===== src/rtl/mem_responder.sv =====
// Word memory behind a request/response handshake. It serves one request at a
// time, and the response appears a fixed LATENCY cycles after the request is accepted.
module mem_responder #(
  parameter int ADDR_WIDTH = 8,
  parameter int DATA_WIDTH = 16,
  parameter int LATENCY    = 2
) (
  input  logic                  clk,
  input  logic                  reset,
  input  logic                  req_valid,
  output logic                  req_ready,
  input  logic                  req_we,
  input  logic [ADDR_WIDTH-1:0] req_addr,
  input  logic [DATA_WIDTH-1:0] req_wdata,
  output logic                  rsp_valid,
  output logic [DATA_WIDTH-1:0] rsp_rdata,
  input  logic                  rsp_ready,
  output logic                  busy
);

  localparam int         DEPTH    = 1 << ADDR_WIDTH;
  localparam logic [3:0] CNT_LOAD = 4'(LATENCY - 1);

  typedef enum logic [1:0] {IDLE, WAIT, RESP} state_t;

  state_t                state, state_nxt;
  logic [3:0]            cnt;
  logic                  lat_we;
  logic [ADDR_WIDTH-1:0] lat_addr;
  logic [DATA_WIDTH-1:0] lat_wdata;
  logic                  accept;
  logic                  do_access;
  logic [DATA_WIDTH-1:0] mem [DEPTH];

  assign req_ready = (state == IDLE);
  assign rsp_valid = (state == RESP);
  assign busy      = (state != IDLE);
  assign accept    = req_ready && req_valid;
  assign do_access = (state == WAIT) && (cnt == 4'd0);

  // NOTE: state and datapath registers use non-blocking assignments so every
  // flop samples pre-edge values regardless of process ordering.
  always_ff @(posedge clk or posedge reset) begin
    if (reset) state <= IDLE;
    else       state <= state_nxt;
  end

  // NOTE: next state defaults to the current state before the case, so no
  // path leaves it unassigned and no latch is inferred.
  always_comb begin
    state_nxt = state;
    unique case (state)
      IDLE:    if (req_valid) state_nxt = WAIT;
      WAIT:    if (cnt == 4'd0) state_nxt = RESP;
      RESP:    if (rsp_ready) state_nxt = IDLE;
      default: state_nxt = IDLE;
    endcase
  end

  always_ff @(posedge clk or posedge reset) begin
    if (reset) begin
      cnt       <= 4'd0;
      lat_we    <= 1'b0;
      lat_addr  <= '0;
      lat_wdata <= '0;
      rsp_rdata <= '0;
    end else begin
      if (accept) begin
        cnt       <= CNT_LOAD;
        lat_we    <= req_we;
        lat_addr  <= req_addr;
        lat_wdata <= req_wdata;
      end else if (state == WAIT && cnt != 4'd0) begin
        cnt <= cnt - 4'd1;
      end
      // Writes answer with zero; a read captures the addressed word.
      if (do_access) rsp_rdata <= lat_we ? '0 : mem[lat_addr];
    end
  end

  // NOTE: the storage array has no reset. Contents survive reset. Reset forces
  // IDLE asynchronously, so an access still pending in WAIT is never committed.
  always_ff @(posedge clk) begin
    if (do_access && lat_we) mem[lat_addr] <= lat_wdata;
  end

endmodule


===== config.mk =====
export PLATFORM = sky130hd
export DESIGN_NAME = mem_responder
export DESIGN_NICKNAME = d
export VERILOG_FILES = /design/src/rtl/mem_responder.sv
export SDC_FILE = /design/constraint.sdc
export NUM_CORES = 2
export LEC_CHECK = 0
export CORE_MARGIN = 1.5
export CORE_UTILIZATION = 40
export CTS_BUF_LIST = sky130_fd_sc_hd__clkbuf_4 sky130_fd_sc_hd__clkbuf_8
export DETAILED_ROUTE_END_ITERATION = 8
export HOLD_SLACK_MARGIN = 0.1
export PLACE_DENSITY = 0.62
export SETUP_SLACK_MARGIN = 0.3
export SLEW_MARGIN = 10
export SYNTH_ARGS = -nofsm -noshare
export SYNTH_HDL_FRONTEND = slang
export SYNTH_SLANG_ARGS = --single-unit

===== constraint.sdc =====
create_clock -name clk -period 8.75 [get_ports clk]
set_clock_uncertainty 0.1 [all_clocks]
set_input_delay 1.75 -clock clk [delete_from_list [all_inputs] [get_ports clk]]
set_output_delay 1.75 -clock clk [all_outputs]
set_load 0.005 [all_outputs]

==> metrics.cfg <==
[setup_path]
critPathBufInv=2
rr_startpoint=lat_addr[1]
end_kind=register
rrSetupSlack_ns=2.84
timing.critical_path.slowest_stage_cell=dfrtp_4
critical-path-max-stage-delay_ns=1.00
worstSetupStartpointType=register
crit_chain=buf_12 -> buf_4 -> mux2i_1 -> o22ai_1 -> or4_1 -> o41ai_1 -> a31oi_1 -> a22o_1
path_max_fanout=95
cp-startpoint=lat_addr[1]
reg2reg_depth=8
required_ns=9.68
crit_type=reg -> reg
cp.arrival_ns=6.84
rr_endpoint=rsp_rdata[7]
cp_top_family=compound AO/OA/AOI/OAI gates

[clock_tree]
cts_root_buffer=clkbuf_8
cts_tree=built
numCtsBuffers=660
h-tree-depth=6
clkLatencyLatePin_ns=1.21
post_cts_resized=0
hold_buffers=0
cts.clk_slew.worst_paths_ns=0.06
clk_path_buf_depth=4
clock_sinks=4143
post_cts_buffers=0

[hold_path]
worstHoldEndpoint=cnt[0]
holdPathStages=2
min_from=cnt[0]
min_path_type=reg -> reg

[logic_synthesis]
synth.most_common_cell=edfxtp_1
seq_area_frac_synth=0.781
synth-edff-count=4096
synthDistinctLibCells=52
yosys.area.top_type=edfxtp_1
yosysTopAreaCellShare=0.774
ys.flop_type=edfxtp_1
synth_top_cells_by_area=edfxtp_1 77%, mux4_2 11%, mux2i_1 3.9%, dfrtp_1 0.74%, a22oi_1 0.69%
ys_ff_latch=4143
syn_nets=7592
synth.avg_cell_area_um2=21.0
syn_area_um2=159000
synthArstFlopShare=0.0113
synth_warnings=0
synth_common_cells=4096 x edfxtp_1, 771 x mux4_2, 613 x mux2i_1
postSynthCellCount=7562

[route]
routed_wl_mm=427
drtIter0Drc=9769
vias_per_cell=5.78
drt_pass1_iterations=6
drt-wirelength-per-cell_um=30.5
route.detailed.drc=0
vias=81000
ant_nets=0

[floorplan]
die_area_um2=401000
initial_utilization=0.402
ioPinCount=48
fp-row-count=231
core_um2=396000
die_height_um=633
die_x_um=633

[final_layout]
stdcell_area_um2=180000
final_util=0.456
fin_nets=8248
final_layout_size_suffix_gt1_frac=0.264
areaGrowthSynthToFinish_pct=13.4

[timing]
post-route-period-util=0.676
rsz0062_at_grt=false
finalHoldViolations=0
worst_pin_slew_ns=1.44
fin_crit_ns=5.91
max_freq_ghz=0.169
relSlewSlack=0.0304
maxSlewViolCount=0
fin_tns_setup_ns=0
setup_viol=0

[status]
status=finished clean

[place]
routabilityCongestion=0.867
hpwl_mm=251
port_buffers=47
placed_area_um2=167000

[flow_run]
maxCapViolCount=0

[pwr]
irDropWorstVdd_v=0.000254
p_leak_nw=57.5
powerDensity_nw_per_um2=328

[global_route]
grt_pass1_wl_mm=603
first_global_vias=81100
track_usage=0.209
overflow=0
grt_max_degree=175
antenna_found_initial=19

state kept, by name, summed over array words and instances (netlist names):
name	flops
cnt	4
lat_addr	8
lat_wdata	16
lat_we	1
mem	4096
rsp_rdata	16
state	2
cell usage in the layout (no fill, tap or decap), types with 148 or more instances in the layout:
cell	netlist	layout
edfxtp_1	4096	4096
mux4_2	771	771
clkbuf_8	0	667
mux2i_1	613	613
buf_4	30	376
nor2_1	293	267
clkbuf_4	0	200
nand2_1	203	194
clkinv_1	0	170
a21oi_1	148	148
metrics by stage:
stage | instances | hold slack (ns) | setup slack (ns) | total power [mW]
final | 14000 | 0.464 | 2.84 | 59.1
after detailed placement | 12800 | 0.449 | 2.95 | 43.4
after global placement | 12800 | 0.436 | 2.96 | 43.2
after global routing | 14000 | 0.492 | 2.71 | 60.9
after CTS | 14000 | 0.467 | 2.87 | 59.4
after floorplan | 7562 | 0.398 | 4.67 | 36.5
cell type report:
type / instances / area (um^2)
Fill cell: 32800 / 215000
Sequential cell: 4143 / 124000
Multi-Input combinational cell: 2932 / 32800
Clock buffer: 867 / 10700
Tap cell: 5242 / 6560
Timing Repair Buffer: 444 / 3710
Clock inverter: 331 / 2090
Inverter: 37 / 140
Antenna cell: 6 / 15.0
metal layers:
layer | routed length, um | GRT usage
met2 | 201000 | 0.329
met5 | 37 | 0
met3 | 37400 | 0.0384
met4 | 16500 | 0.0784
met1 | 171000 | 0.291
cells by family after synthesis:
logic type,after synthesis,share of synthesized area
flip-flops,4143,0.781
AND/OR/NAND/NOR,763,0.0218
adder cells (fa/ha/maj),1,0.0000787
buffers and inverters,487,0.0136
AO/OA/AOI/OAI,758,0.0333
multiplexers,1407,0.150
XOR/XNOR,3,0.000165
power breakdown:
part	internal (mW)	switching (mW)	total, mW
combinational	5.59	11.4	17.0
clock	8.33	7.75	16.1
sequential	25.0	1.08	26.1
worst max-delay path by stage:
stage	to	slack (ns)	depth (start not counted)
5_1_grt	rsp_rdata[7]	2.71	8
6_report	rsp_rdata[7]	2.84	8
4_1_cts	rsp_rdata[3]	2.87	8
2_1_floorplan	mem[0][0]	4.67	0
3_5_place_dp	rsp_rdata[3]	2.95	8
3_3_place_gp	rsp_rdata[3]	2.96	8
tightest hold or removal path: stages, from the launching register on:
cell and delay [ns]:
dfrtp_1 0.38, xnor2_1 0.09, nand2b_1 0.06
No activity file was read; power rests on OpenSTA's default activity.
